[config.mk]
export PLATFORM = sky130hd
export DESIGN_NAME = add_arbiter_flat
export DESIGN_NICKNAME = d
export VERILOG_FILES = /design/src/rtl/add_pkg.sv /design/src/rtl/add_arbiter_if.sv /design/src/rtl/add_arbiter_rr_pick2.sv /design/src/rtl/add_arbiter.sv /design/src/flat_wrapper.sv
export SDC_FILE = /design/constraint.sdc
export NUM_CORES = 1
export LEC_CHECK = 0
export CORE_ASPECT_RATIO = 1.4
export CORE_MARGIN = 3
export CORE_UTILIZATION = 44
export CTS_BUF_LIST = sky130_fd_sc_hd__clkbuf_4
export CTS_CLUSTER_SIZE = 28
export DETAILED_ROUTE_END_ITERATION = 7
export PLACE_DENSITY = 0.82
export REMOVE_ABC_BUFFERS = 1
export SYNTH_ARGS = -nofsm -noshare
export SYNTH_HDL_FRONTEND = slang
export SYNTH_SLANG_ARGS = --single-unit
[constraint.sdc]
create_clock -name CLK -period 2.15 [get_ports CLK]
set_clock_uncertainty 0.2 [all_clocks]
set_input_delay 0.215 -clock CLK [delete_from_list [all_inputs] [get_ports CLK]]
set_output_delay 0.215 -clock CLK [all_outputs]
set_load 0.005 [all_outputs]
[src/rtl/add_pkg.sv]
// Shared definitions for the add_arbiter block.
//   ADD_W   : default operand/result width
//   state_t : sequencer states (2-bit encoding)
//   P0/P1   : requester port indices, used as grant values
package add_pkg;

    localparam int ADD_W = 6;

    localparam logic P0 = 1'b0;
    localparam logic P1 = 1'b1;

    typedef enum logic [1:0] {
        IDLE  = 2'd0,
        ISSUE = 2'd1,
        WAIT  = 2'd2,
        DONE  = 2'd3
    } state_t;

endpackage

[src/rtl/add_arbiter_if.sv]
// Bus bundle between two requesters, the arbiter and the shared add unit.
//   reqN/aN/bN  : requester N request level and operands
//   ackN/resN   : one-cycle completion pulse and result for requester N
//   go          : start pulse to the add unit
//   a_out/b_out : operands presented to the add unit
//   unit_result : add unit result
//   busy        : arbiter is not idle
// Modports: slave = arbiter side, master = requesters/add unit side.
interface add_arbiter_if
    import add_pkg::*;
#(
    parameter int W = ADD_W
) ();

    logic         req0;
    logic [W-1:0] a0;
    logic [W-1:0] b0;
    logic         ack0;
    logic [W-1:0] res0;
    logic         req1;
    logic [W-1:0] a1;
    logic [W-1:0] b1;
    logic         ack1;
    logic [W-1:0] res1;
    logic         go;
    logic [W-1:0] a_out;
    logic [W-1:0] b_out;
    logic [W-1:0] unit_result;
    logic         busy;

    modport slave (
        input  req0, a0, b0, req1, a1, b1, unit_result,
        output ack0, res0, ack1, res1, go, a_out, b_out, busy
    );

    modport master (
        output req0, a0, b0, req1, a1, b1, unit_result,
        input  ack0, res0, ack1, res1, go, a_out, b_out, busy
    );

endinterface

[src/rtl/add_arbiter_rr_pick2.sv]
// Combinational 2-way round-robin picker.
//   req0/req1  : request levels
//   last_grant : port granted most recently
//   valid      : at least one request present
//   gnt        : chosen port (meaningful only when valid)
module rr_pick2 (
    input  logic req0,
    input  logic req1,
    input  logic last_grant,
    output logic valid,
    output logic gnt
);

    assign valid = req0 | req1;

    // A tie goes to the port that did not win last time; otherwise the lone
    // requester wins (req1 alone -> 1, req0 alone -> 0).
    assign gnt = (req0 & req1) ? ~last_grant : req1;

endmodule

[src/rtl/add_arbiter.sv]
// Round-robin arbiter/sequencer in front of one shared add unit.
//   CLK   : system clock, rising edge
//   reset : asynchronous active-low reset
//   bus   : requester handshakes, add unit operands/go/result, busy
// Flow: IDLE picks a requester and latches its operands, ISSUE pulses go,
// WAIT counts LAT cycles, the last WAIT cycle captures unit_result, DONE
// pulses the granted port's ack.
module add_arbiter
    import add_pkg::*;
#(
    parameter int W   = ADD_W,
    parameter int LAT = 3
) (
    input logic          CLK,
    input logic          reset,
    add_arbiter_if.slave bus
);

    // Counter runs LAT-1 .. 0 across WAIT, so WAIT lasts exactly LAT cycles
    // and the capture cycle lines up with go+LAT.
    localparam logic [3:0] CNT_LOAD = 4'(LAT - 1);

    state_t       state;
    state_t       state_nxt;
    logic         gnt;
    logic         last_grant;
    logic         pick_vld;
    logic         pick_gnt;
    logic [3:0]   cnt;
    logic [W-1:0] a_q;
    logic [W-1:0] b_q;
    logic [W-1:0] res0_q;
    logic [W-1:0] res1_q;

    rr_pick2 u_pick (
        .req0       (bus.req0),
        .req1       (bus.req1),
        .last_grant (last_grant),
        .valid      (pick_vld),
        .gnt        (pick_gnt)
    );

    always_comb begin
        state_nxt = state;
        case (state)
            IDLE:    if (pick_vld) state_nxt = ISSUE;
            ISSUE:   state_nxt = WAIT;
            WAIT:    if (cnt == 4'd0) state_nxt = DONE;
            DONE:    state_nxt = IDLE;
            default: state_nxt = IDLE;
        endcase
    end

    always_ff @(posedge CLK or negedge reset) begin
        if (!reset) state <= IDLE;
        else        state <= state_nxt;
    end

    always_ff @(posedge CLK or negedge reset) begin
        if (!reset) begin
            gnt        <= P0;
            last_grant <= P1;   // port 0 wins the first tie
            cnt        <= 4'd0;
            a_q        <= '0;
            b_q        <= '0;
            res0_q     <= '0;
            res1_q     <= '0;
        end else begin
            case (state)
                IDLE: begin
                    if (pick_vld) begin
                        gnt        <= pick_gnt;
                        last_grant <= pick_gnt;
                        a_q        <= (pick_gnt == P1) ? bus.a1 : bus.a0;
                        b_q        <= (pick_gnt == P1) ? bus.b1 : bus.b0;
                    end
                end
                ISSUE: cnt <= CNT_LOAD;
                WAIT: begin
                    if (cnt == 4'd0) begin
                        if (gnt == P1) res1_q <= bus.unit_result;
                        else           res0_q <= bus.unit_result;
                    end else begin
                        cnt <= cnt - 4'd1;
                    end
                end
                default: ;
            endcase
        end
    end

    // Strobes decode straight from the async-reset state register, so they
    // fall the instant reset asserts and cannot pulse while it is held.
    assign bus.go    = (state == ISSUE);
    assign bus.busy  = (state != IDLE);
    assign bus.ack0  = (state == DONE) && (gnt == P0);
    assign bus.ack1  = (state == DONE) && (gnt == P1);
    assign bus.a_out = a_q;
    assign bus.b_out = b_q;
    assign bus.res0  = res0_q;
    assign bus.res1  = res1_q;

endmodule
[src/flat_wrapper.sv]
// flat-port wrapper written by rule: the top's interface ports become plain ports
module add_arbiter_flat import add_pkg::*;
#(
    parameter int W   = ADD_W,
    parameter int LAT = 3
)
  (CLK, reset, bus_req0, bus_a0, bus_b0, bus_req1, bus_a1, bus_b1, bus_unit_result, bus_ack0, bus_res0, bus_ack1, bus_res1, bus_go, bus_a_out, bus_b_out, bus_busy);
  add_arbiter_if #(.W(W)) bus_i ();
  input logic CLK;
  input logic reset;
  input wire logic [$bits(bus_i.req0)-1:0] bus_req0;
  input wire logic [$bits(bus_i.a0)-1:0] bus_a0;
  input wire logic [$bits(bus_i.b0)-1:0] bus_b0;
  input wire logic [$bits(bus_i.req1)-1:0] bus_req1;
  input wire logic [$bits(bus_i.a1)-1:0] bus_a1;
  input wire logic [$bits(bus_i.b1)-1:0] bus_b1;
  input wire logic [$bits(bus_i.unit_result)-1:0] bus_unit_result;
  output wire logic [$bits(bus_i.ack0)-1:0] bus_ack0;
  output wire logic [$bits(bus_i.res0)-1:0] bus_res0;
  output wire logic [$bits(bus_i.ack1)-1:0] bus_ack1;
  output wire logic [$bits(bus_i.res1)-1:0] bus_res1;
  output wire logic [$bits(bus_i.go)-1:0] bus_go;
  output wire logic [$bits(bus_i.a_out)-1:0] bus_a_out;
  output wire logic [$bits(bus_i.b_out)-1:0] bus_b_out;
  output wire logic [$bits(bus_i.busy)-1:0] bus_busy;
  assign bus_i.req0 = bus_req0;
  assign bus_i.a0 = bus_a0;
  assign bus_i.b0 = bus_b0;
  assign bus_i.req1 = bus_req1;
  assign bus_i.a1 = bus_a1;
  assign bus_i.b1 = bus_b1;
  assign bus_i.unit_result = bus_unit_result;
  assign bus_ack0 = bus_i.ack0;
  assign bus_res0 = bus_i.res0;
  assign bus_ack1 = bus_i.ack1;
  assign bus_res1 = bus_i.res1;
  assign bus_go = bus_i.go;
  assign bus_a_out = bus_i.a_out;
  assign bus_b_out = bus_i.b_out;
  assign bus_busy = bus_i.busy;
  add_arbiter #(.W(W), .LAT(LAT)) u_core (.CLK(CLK), .reset(reset), .bus(bus_i));
endmodule
==> results.toml <==
[status]
status = "complete, no violations"

[setup_path]
critPathBufInv = 2
slowest_stage = "clkdlybuf4s50_1"
worstPathArrival_ns = 1.67
end_kind = "output pin"
path_cells = "buf_4 -> ha_1 -> nor2b_1 -> clkdlybuf4s50_1"
critPathRequiredTime_ns = 1.74
crit_family = "buffers and inverters"
r2r-end = "u_core.state[1]$_DFFE_PN0P_"
r2r_start = "u_core.cnt[0]$_DFFE_PN0P_"
start_kind = "register"
critical_path_depth = 4
rrSetupSlack_ns = 0.16
critical_path_peak_fanout = 3
crit_type = "register to output pin"
max_stage_delay_ns = 0.52
reg2reg_depth = 5

[synthesis]
synth_area_leader_cell = "dfrtp_1"
ys.flop_type = "dfrtp_1"
ys_warn_count = 0
avgSynthCellArea_sq_um = 11.8
synthAdderAreaFrac_pct = 5.76
synthMuxAreaShare_pct = 19.5
synth-simple-area-share_pct = 10.2
synthArstFlopShare_pct = 100
synth_edf_count = 0
synthesis.area_sq_um = 1520
synth-seq-cells = 32
synth_seq_area_share_pct = 52.8
synthCells = 129
synthXorXnorAreaFrac_pct = 0
yosysUniqueCellTypes = 30
synth_area_leaders = "dfrtp_1 51%, mux2i_1 9.9%, mux2_2 8.9%, ha_1 5.8%, nand2_1 4.4%"
synth-compound-area-share_pct = 8.48
synth_top_family_by_area = "multiplexers"
netlist.area_leader.share_pct = 51.0

[global_routing]
grt_overflow = 0
grt_pass1_wl_um = 5740
grt_max_degree = 33
grt_pass1_vias = 1281
antenna_found_initial = 0
grt_usage_pct = 18.0

[clock_network]
clkLatencyLatePin_ns = 0.33
cts_sinks = 32
ctsLongestPathBuffers = 2
cts_tree = "built"
numCtsBuffers = 5
postCtsHoldBufs = 0
clk_pin_slew_ns = 0.09
h-tree-depth = 2
root_buffer = "clkbuf_4"

[die]
ioPinCount = 62
fp.dieW_um = 55.7
die_h_um = 75.6
rows = 24
core_region_area_sq_um = 3210
start_util_pct = 47.3
dieArea_sq_um = 4210

[power]
total_power_mw = 2.87
pwr-share-clk_pct = 11.9
p_switching_uw = 932
switching_share_pct = 32.4
combPwrFrac_pct = 50.1
irDropWorstVdd_mv = 0.764
p_seq_share_pct = 38.0
p_int_mw = 1.94
p_leak_nw = 1.03
pwr_density_cell_nw_per_um2 = 1270

[layout]
drive_gt1_share_pct = 15.6
final_cell_mix = "61 x clkdlybuf4s50_1, 31 x dfrtp_1, 18 x nand2_1, 15 x mux2i_1, 13 x o21ai_0"
fin_nets = 239
final_common_cell = "clkdlybuf4s50_1"
num_antenna_cells = 0
final_area_sq_um = 2260
syn_to_final_growth_pct = 48.5

[route]
postRouteAntennaNets = 0
firstDrtPassIters = 7
totalWireLength_um = 3470
wl_per_cell_um = 14.6
vias_per_cell = 5.13
drcViolationCount = 0
vias = 1220
drt_iter0_drc = 16

[placement]
dpl.hpwl_um = 2720
dpl-instance-area_sq_um = 2170
dp_slack_ns = 0.129
place.gp.congestion = 0.763
port_buffers = 61

[timing]
fin_crit_sh_pct = 97.1
finalSetupViolations = 0
hold_viol = 0
slew_violations = 0
fin_ws_ns = 0.0622
fmax_mhz = 479
timing.final.crit_period_ns = 2.09
max-slew-margin-rel_pct = 73.7
tightest_slew_ns = 0.395
whs_ns = 0.0669

[flow_run]
cap_violations = 0

[hold_path]
hold_class = "input port to async pin"
## logic make-up after synthesis
family,after synthesis
compound gates,22
simple gates,29
buf+inv,11
flops,32
mux,28
fa+ha+maj,7
## synthesized netlist by cell type (2+ instances only)
cell       n
a21oi_1    2
buf_4      2
clkbuf_1   2
dfrtp_1   31
ha_1       7
inv_1      6
mux2_2    12
mux2i_1   15
nand2_1   18
nor2b_1    2
o21ai_0   13
## metal layers
layer  share of wire [%]  track usage (%)  routed length, um  vias to the layer above
met4                 1.0             7.30                 36                        0
met1                  36             18.0               1250                      572
met3                  11             7.97                383                        4
li1                    -                -                  -                      585
met2                  52             32.8               1800                       59
met5                   0                0                  0                        -
## registers in the layout (all words and copies together), names as in the netlist
register,count
u_core.bus.a_out,6
u_core.gnt,1
u_core.last_grant,1
u_core.bus.res1,6
u_core.bus.b_out,6
u_core.state,2
u_core.cnt,4
u_core.bus.res0,6
## worst reg2reg max path, cell delays in order (launching register included)
cell and delay, ns:
dfrtp_1 0.43, inv_1 0.11, ha_1 0.21, or3b_1 0.41, a21oi_2 0.18, mux2_1 0.34
## worst max-delay path by stage
stage | startpoint | to | slack, ns
after CTS | u_core.state[0]$_DFFE_PN0P_ | bus_busy | 0.003
final | u_core.state[0]$_DFFE_PN0P_ | bus_ack0 | 0.06
after global routing | u_core.state[1]$_DFFE_PN0P_ | bus_go | -0.005
after detailed placement | u_core.cnt[0]$_DFFE_PN0P_ | u_core.bus.res0[0]$_DFFE_PN0P_ | 0.13
after floorplan | u_core.state[0]$_DFFE_PN0P_ | u_core.bus.res0[0]$_DFFE_PN0P_ | 0.26
after global placement | u_core.cnt[0]$_DFFE_PN0P_ | u_core.bus.res0[1]$_DFFE_PN0P_ | 0.24
## power groups by stage
stage               Clock (mW)  Sequential [mW]  Combinational [mW]
global placement             0             1.09                1.33
CTS                      0.356             1.10                1.41
detailed placement           0             1.11                1.40
global route             0.382             1.13                1.60
finish                   0.342             1.09                1.44
floorplan                    0             1.10               0.631
## stage by stage
step,TNS (ns),util [%],std cells
after floorplan,0,-,124
after global placement,0,67.7,227
after detailed placement,0,67.7,227
after CTS,0,69.4,235
after global routing,-0.00511,70.2,238
final,0,70.2,238
## repair_timing
action / CTS / global route
endpoints found under the setup margin: 0 / 7
setup buffers: 0 / 3
endpoints found under the hold margin: 0 / 0
resized for setup: 0 / 2
## layout make-up
class | instances | area, sq um
Sequential cell | 32 | 802
Tap cell | 39 | 48.8
Fill cell | 217 | 956
Inverter | 6 | 22.5
Timing Repair Buffer | 67 | 656
Clock inverter | 1 | 3.75
Multi-Input combinational cell | 86 | 672
Clock buffer | 7 | 52.6
Note: power is estimated with default switching activity, not from simulation.
